`src/rtl/lc3_pkg.sv`:
```
// lc3_pkg: shared LC-3 register-file constants and the arbiter state type.
package lc3_pkg;

    localparam int REG_CNT = 8;
    localparam int REG_AW  = 3;

    typedef enum logic [1:0] {
        RFA_CLEAR,
        RFA_IDLE,
        RFA_ACC,
        RFA_ACK
    } rfa_state_t;

endpackage

```
`src/rtl/regfile_arbiter.sv`:
```
// regfile_arbiter: shares the register-file write and SR1 ports between the CPU and a debug host,
// zeroing R0-R7 after reset and granting debug accesses only at fetch boundaries.
module regfile_arbiter
    import lc3_pkg::*;
#(
    parameter int DW             = 16,
    parameter bit CLEAR_ON_RESET = 1'b1
) (
    input  logic              clk,
    input  logic              rst,
    input  logic              cpu_ld_reg,
    input  logic [REG_AW-1:0] cpu_dr,
    input  logic [DW-1:0]     cpu_bus,
    input  logic [REG_AW-1:0] cpu_sr1,
    input  logic [REG_AW-1:0] cpu_sr2,
    input  logic              cpu_fetch,
    output logic              cpu_hold,
    input  logic              dbg_req,
    input  logic              dbg_we,
    input  logic [REG_AW-1:0] dbg_addr,
    input  logic [DW-1:0]     dbg_wdata,
    output logic              dbg_ack,
    output logic [DW-1:0]     dbg_rdata,
    output logic              rf_ld,
    output logic [REG_AW-1:0] rf_dr,
    output logic [DW-1:0]     rf_bus,
    output logic [REG_AW-1:0] rf_sr1,
    output logic [REG_AW-1:0] rf_sr2,
    input  logic [DW-1:0]     rf_sr1_out,
    output logic              err_ld_drop
);

    localparam logic [REG_AW-1:0] LAST_IDX = REG_AW'(REG_CNT - 1);

    rfa_state_t        state_q;
    logic [REG_AW-1:0] clr_idx_q;
    logic [REG_AW-1:0] addr_q;
    logic              we_q;
    logic [DW-1:0]     wdata_q;
    logic [DW-1:0]     rdata_q;
    logic              ack_q;
    logic              err_q;
    logic              grant;
    logic              in_clear;
    logic              acc_wr;
    logic              acc_rd;

    assign grant    = (state_q == RFA_IDLE) & dbg_req & cpu_fetch;
    assign in_clear = state_q == RFA_CLEAR;
    assign acc_wr   = (state_q == RFA_ACC) & we_q;
    assign acc_rd   = (state_q == RFA_ACC) & ~we_q;

    // The CPU is stalled in the grant cycle itself, so any CPU write then is dropped.
    assign cpu_hold = (state_q != RFA_IDLE) | grant;

    always_comb begin
        rf_ld  = in_clear ? 1'b1 : acc_wr ? 1'b1 : (state_q == RFA_IDLE) ? (cpu_ld_reg & ~grant) : 1'b0;
        rf_dr  = in_clear ? clr_idx_q : acc_wr ? addr_q : cpu_dr;
        rf_bus = in_clear ? '0 : acc_wr ? wdata_q : cpu_bus;
        rf_sr1 = acc_rd ? addr_q : cpu_sr1;
        rf_sr2 = cpu_sr2;
    end

    assign dbg_ack     = ack_q;
    assign dbg_rdata   = rdata_q;
    assign err_ld_drop = err_q;

    always_ff @(posedge clk) begin
        if (rst) begin
            state_q   <= CLEAR_ON_RESET ? RFA_CLEAR : RFA_IDLE;
            clr_idx_q <= '0;
            addr_q    <= '0;
            we_q      <= 1'b0;
            wdata_q   <= '0;
            rdata_q   <= '0;
            ack_q     <= 1'b0;
            err_q     <= 1'b0;
        end else begin
            ack_q <= 1'b0;
            err_q <= err_q | (cpu_ld_reg & cpu_hold);
            case (state_q)
                RFA_CLEAR: begin
                    clr_idx_q <= clr_idx_q + 1'b1;
                    if (clr_idx_q == LAST_IDX) state_q <= RFA_IDLE;
                end
                RFA_IDLE: begin
                    if (grant) begin
                        we_q    <= dbg_we;
                        addr_q  <= dbg_addr;
                        wdata_q <= dbg_wdata;
                        state_q <= RFA_ACC;
                    end
                end
                RFA_ACC: begin
                    if (!we_q) rdata_q <= rf_sr1_out;
                    ack_q   <= 1'b1;
                    state_q <= RFA_ACK;
                end
                default: state_q <= RFA_IDLE;
            endcase
        end
    end

endmodule

```
`config.mk`:
```
export PLATFORM = sky130hd
export DESIGN_NAME = regfile_arbiter
export DESIGN_NICKNAME = d
export VERILOG_FILES = /design/src/rtl/lc3_pkg.sv /design/src/rtl/regfile_arbiter.sv
export SDC_FILE = /design/constraint.sdc
export NUM_CORES = 1
export LEC_CHECK = 0
export CELL_PAD_IN_SITES_DETAIL_PLACEMENT = 0
export CELL_PAD_IN_SITES_GLOBAL_PLACEMENT = 1
export CORE_UTILIZATION = 45
export DETAILED_ROUTE_END_ITERATION = 7
export DONT_BUFFER_PORTS = 1
export GPL_TIMING_DRIVEN = 1
export PLACE_DENSITY_LB_ADDON = 0.15
export SLEW_MARGIN = 20
export SYNTH_ARGS = -nofsm -noshare
export SYNTH_HDL_FRONTEND = slang
export SYNTH_SLANG_ARGS = --single-unit
```
`constraint.sdc`:
```
create_clock -name clk -period 2.4 [get_ports clk]
set_input_delay 0.48 -clock clk [delete_from_list [all_inputs] [get_ports clk]]
set_output_delay 0.48 -clock clk [all_outputs]
set_load 0.03 [all_outputs]
```
Word level (Yosys, flattened, before mapping)
Cells that the tools add are included.

Flip-flop bits (word level): 43. Word-level logic and storage cells: 41. Output and inout bits: 45.

Add/sub/neg operators: 1. Eq/ne operators: 6. Reduce and logical (&&, ||, !) cells: 4. Bitwise logic cells: 10. Muxes and demuxes: 12.

Operators with widths (number): $mux W16 (2); $mux W3 (3); $and A1 B1 Y1 (6); $pmux W2 S3 (1); $reduce_and A2 Y1 (3); $mux W1 (4); $mux W2 (2); $ne A2 B1 Y1 const B (2); $add A3 B1 Y3 const B (1); $eq A3 B3 Y1 const B (1); $eq A2 B1 Y1 const B (1); $eq A2 B2 Y1 const B (1); $logic_not A2 Y1 (1); $ne A2 B2 Y1 const B (1); $not A1 Y1 (2); $or A1 B1 Y1 (2).

Logic depth before layout (Yosys ltp)
Depth after elaboration: 8. Gate-level depth with buffers: 7. Mapped depth without buffers: 5.

Least setup slack after synthesis
Ideal clock, no wire load.

Path kind: register -> output. Start point: register state_q[0]. End point: output port rf_dr[1]. Required time: 1.920 ns. Data arrival time: 1.637 ns. Stages on the path, launching flop included: 6. Path slack: 0.283 ns. Cell sequence: dfxtp_1 inv_1 ha_1 buf_6 clkbuf_1 o21ai_0.

Longest elaborated chain between the ends: 4. Elaborated cells between the ends (all ways): 5.

Ends and longest elaborated chain: from (decl) (RTL line regfile_arbiter.sv:35) `rfa_state_t state_q;`; from (signal assigned) (RTL line regfile_arbiter.sv:70) `state_q <= CLEAR_ON_RESET ? RFA_CLEAR : RFA_IDLE;`; $eq A2 B2 Y1 (RTL line regfile_arbiter.sv:50) `assign acc_wr = (state_q == RFA_ACC) & we_q;`; $and A1 B1 Y1 (RTL line regfile_arbiter.sv:50); $mux W3 (RTL line regfile_arbiter.sv:58) `rf_dr = in_clear ? clr_idx_q : acc_wr ? addr_q : cpu_dr;`; $mux W3 (*) (RTL line regfile_arbiter.sv:58); to (decl) (RTL line regfile_arbiter.sv:25) `output logic [REG_AW-1:0] rf_dr,`.

Every way passes the cells marked *; elsewhere a longest branch is shown, timed or not.

Worst setup path after layout
Start point: register state_q[0]. End point: output port rf_dr[0].

Same word-level chain as after synthesis.

==> results <==
- The area of placed instances is between 0.002 and 0.0025 mm^2.
- Buffers inserted during clock tree synthesis total 5.
- Detailed routing inserted a total of 1715 vias.
- STA puts the critical path data arrival time at 1.75 ns.
- The floorplan step defined a core boundary enclosing 0.00414 mm^2.
- The die is about 69 um tall.
- The share of total power dissipated in the clock network is 35.9%.
- STA classifies the critical path endpoint as a primary output.
- The floorplan step defined a die boundary enclosing roughly 0.0047 mm^2.
- Summed over all layers, the global routing overflow is 0.
- The number of warnings printed during yosys synthesis is 0.
- The final critical-path share of the clock period is between 90% and 100%.
- The switching power is 0.000554 W.
- The clock tree from TritonCTS is done.
- The worst path required time is 1.92 ns.
- In the detailed route, the total length drawn on met2 is slightly above 2000 um.
- Counting flops with a built-in enable in the synthesized netlist gives 0.
- The first global-routing pass estimated a little under 7000 um of wire.
- The largest family of logic cells by synthesized area is simple AND/OR/NAND/NOR gates.
- The run finished with clean final reports.
- When the netlist entered floorplanning its net count stood at around 340.
- The launching element type of the critical path is a flop.
- Input and output buffers added on the ports amount to 0.
- Across every metal layer, demand over resource in global routing totals 20.3%.
- The count of nets left with antenna violations once routing finished came out at 0.
- The die is 68.8 um wide.
- The area fraction in and, or, nand and nor cells after synthesis is around 26%.
- Timing would allow up to ~450 MHz.
- The relative slew slack is 73.2%.
- The initial detailed-routing violation count is 76.
- The number of diodes is 0.
- The mean instance size in the synthesized netlist is 7.39 um^2.
- The final critical path time including I/O delays and setup is around 2.2 ns.
- The synthesized-area fraction occupied by adder cells is 3.74%.
- The number of primary I/O pins is 111.
- The clock network latency to the later pin of the worst-skew pair is 0.30 ns.
- The highest metal layer with signal wires is met4.
- On the final layout, the worst clock skew is about 0.0071 ns.
- The portion of total power attributed to sequential cells is 41.6%.
- For this run, design rule violations remaining after detail routing come to 0.
- The fraction of the mapped netlist area in compound gates is 16.2%.
- The final weighted congestion of routability-driven global placement is 0.685.
- After clock tree synthesis, the clock-pin slew on the worst setup and hold paths is approximately 0.090 ns.
- No sink is reached through more buffers than the 2 on the longest clock path.
- The final worst-path setup slack is 0.166 ns.
- The count of final hold-check violations is 0.
- Once layout is complete, the utilization of the core stands at 55.3%.
- The number of global-route vias before repair came to 1524.
- The cell count after placement is 328.
- The flip-flop and latch count after synthesis is 43.
- The final design instance area without fill is roughly 0.0023 mm^2.
- Across the VDD grid, the largest voltage drop is 0.000404 V.
- The cell-internal power is 0.00132 W.
- After detailed routing, the number of vias per cell comes to 5.10.
- The combinational power share is ~23%.
- The number of different library cells in the post-synthesis netlist is 23.
- The critical path is of the reg2out type.
- In the post-synthesis netlist, the biggest area contributors are sky130_fd_sc_hd__dfxtp_1 43%, sky130_fd_sc_hd__nand2_1 22%, sky130_fd_sc_hd__a21oi_1 13%.
- In this run the worst path has a maximum fanout of 19.
- The final-layout setup total negative slack is 0 ns.
- The library cell with the largest summed area after synthesis is sky130_fd_sc_hd__dfxtp_1.
- The worst hold path belongs to the class in2reg.
- Dividing total power by cell area gives a power density of 818 mW/mm^2.
- The site row count is 23.
- The transition time at the pin with the least slew margin is 0.402 ns.
- The mean routed wirelength per cell is ~13 um.
- The initial antenna violation count is 0.
- The signed area change from the synthesized netlist to the final layout is 13.9%.
- The most numerous cell in the Yosys netlist is sky130_fd_sc_hd__nand2_1.
- The clock tree synthesis step divided the H-tree into 2 levels.
- The layout net count is 357.
- The netlist area before placement is 0.00201 mm^2.
- Across the run, the number of max-cap violations was 0.
- The synthesized design devotes to its leading area cell type between 40% and 50% of total area.
- The detailed router put a total of 2010 um of wire on met1.
- The maximum number of pins on one net before global-route repair is 46.
- The post-route netlist has 15.0% of its cells at a drive strength greater than 1.
- The initial utilization of the core area, before any placement, comes to 48.5%.
- The met3 wirelength from detailed routing is 389 um.
- Before antenna repair, the detailed router went through 4 iterations.
- Setup repair after global routing left no endpoint under its margin.
- The final-report max-slew violation count is 0.
- Synthesis produced between 200 and 300 cells.
- The share of async-settable or async-resettable flops after synthesis is 0%.
- The final setup violation count is 0.
- The root cell of the clock tree is sky130_fd_sc_hd__clkbuf_8.
- The worst slack at placement is ~0.33 ns.
- The multiplexer fraction of the synthesized cell area is about 3.7%.
- For this run, the leading register cell type out of synthesis is sky130_fd_sc_hd__dfxtp_1.
- The share of total power consumed by net switching is 29.6%.
- The post-synthesis share of cell area spent on xor and xnor gates is 0.436%.
- The number of standard cells in the final layout excluding fillers is between 300 and 400.
- Clock tree synthesis found a total of 43 sinks.
- The leakage power total is 0.933 nW.
- The wire-length estimate of the detail-placed layout is 3160 um.
- The fill cell total of the finished layout is 423.
- The final layout contains routed wiring with a total length of between 4000 and 5000 um.
- The sequential element share of the synthesized area is 42.8%.
- The number of buffers inserted for hold repair after clock tree synthesis is 0.
- After synthesis, the most frequently instantiated cells are 116 x sky130_fd_sc_hd__nand2_1, 53 x sky130_fd_sc_hd__a21oi_1, 43 x sky130_fd_sc_hd__dfxtp_1.
-- metrics by stage --
stage          hold WS, ns  power, W
2_1_floorplan        0.437   0.00112
3_3_place_gp         0.440   0.00121
3_5_place_dp         0.440   0.00122
4_1_cts              0.222   0.00189
5_1_grt              0.220   0.00196
6_report             0.235   0.00187
-- final timing paths --
check	startpoint	to	slack (ns)	cells past startpoint
hold reg to reg	wdata_q[3]	wdata_q[3]	0.45	2
hold / removal	rst	dbg_rdata[4]	0.24	1
setup / recovery	state_q[0]	rf_dr[0]	0.17	6
setup reg to reg	state_q[1]	state_q[0]	0.81	5
-- worst max-delay path, stage by stage, from the launching register on --
cell and delay (ns):
sky130_fd_sc_hd__dfxtp_1 0.33, sky130_fd_sc_hd__inv_1 0.10, sky130_fd_sc_hd__ha_2 0.24, sky130_fd_sc_hd__nand2_4 0.17, sky130_fd_sc_hd__mux2i_1 0.16, sky130_fd_sc_hd__o21ai_0 0.24
sky130_fd_sc_hd__buf_4 0.21
-- cell type report --
type | instances | area [um^2] | share of cell area, %
clock buffers | 5 | 68.8 | 3.01
clock inverters | 3 | 67.6 | 2.95
inverters | 3 | 11.3 | 0.492
multi-input cells | 204 | 1010 | 44.0
flip-flops and latches | 43 | 861 | 37.6
well taps | 50 | 62.6 | 2.73
repair buffers | 28 | 210 | 9.18
-- flip-flops by register name, indices dropped and copies added, names as in the netlist --
register	cells
addr_q	3
clr_idx_q	3
we_q	1
dbg_ack	1
dbg_rdata	16
err_ld_drop	1
state_q	2
wdata_q	16
-- what timing repair did --
action,CTS,global route
setup endpoints to repair,1,13
setup buffers,0,0
resized for setup,1,3
pin swaps,0,0
-- power by group through the flow --
stage | combinational (W) | clock, W | sequential (W)
after floorplan | 0.000333 | 0 | 0.000791
after global placement | 0.000419 | 0 | 0.000795
after detailed placement | 0.000422 | 0 | 0.000796
after CTS | 0.000422 | 0.000689 | 0.000779
after global routing | 0.000467 | 0.000713 | 0.000785
final | 0.000421 | 0.000673 | 0.000779
-- placed cells by master, fill, tap and decap left out, types with 3 or more instances in the layout --
cell type	netlist	final
sky130_fd_sc_hd__a21oi_1	53	53
sky130_fd_sc_hd__mux2i_1	6	6
sky130_fd_sc_hd__o21ai_0	3	3
sky130_fd_sc_hd__nand2b_1	3	3
sky130_fd_sc_hd__ha_1	6	5
sky130_fd_sc_hd__nand2_1	116	116
sky130_fd_sc_hd__buf_4	6	28
sky130_fd_sc_hd__inv_1	3	3
sky130_fd_sc_hd__dfxtp_1	43	43
sky130_fd_sc_hd__clkbuf_8	0	5
sky130_fd_sc_hd__nor2_1	6	6
-- kinds of logic (layout without fill, tap and decap cells) --
logic type,Yosys count,in the layout
and+or+nand+nor,131,131
adders and majority gates,6,6
buffers and inverters,25,39
DFF,43,43
xor gates and xnor gates,1,1
AOI/OAI and AO/OA,59,59
muxes,7,7
-- per-layer routing --
metal  global-route usage (%)  up-vias
met3                     5.43        7
met2                     31.1       68
li1                         -      893
met4                     10.2        0
met5                        0        -
met1                     26.2      747
(Power assumes the default switching activity.)
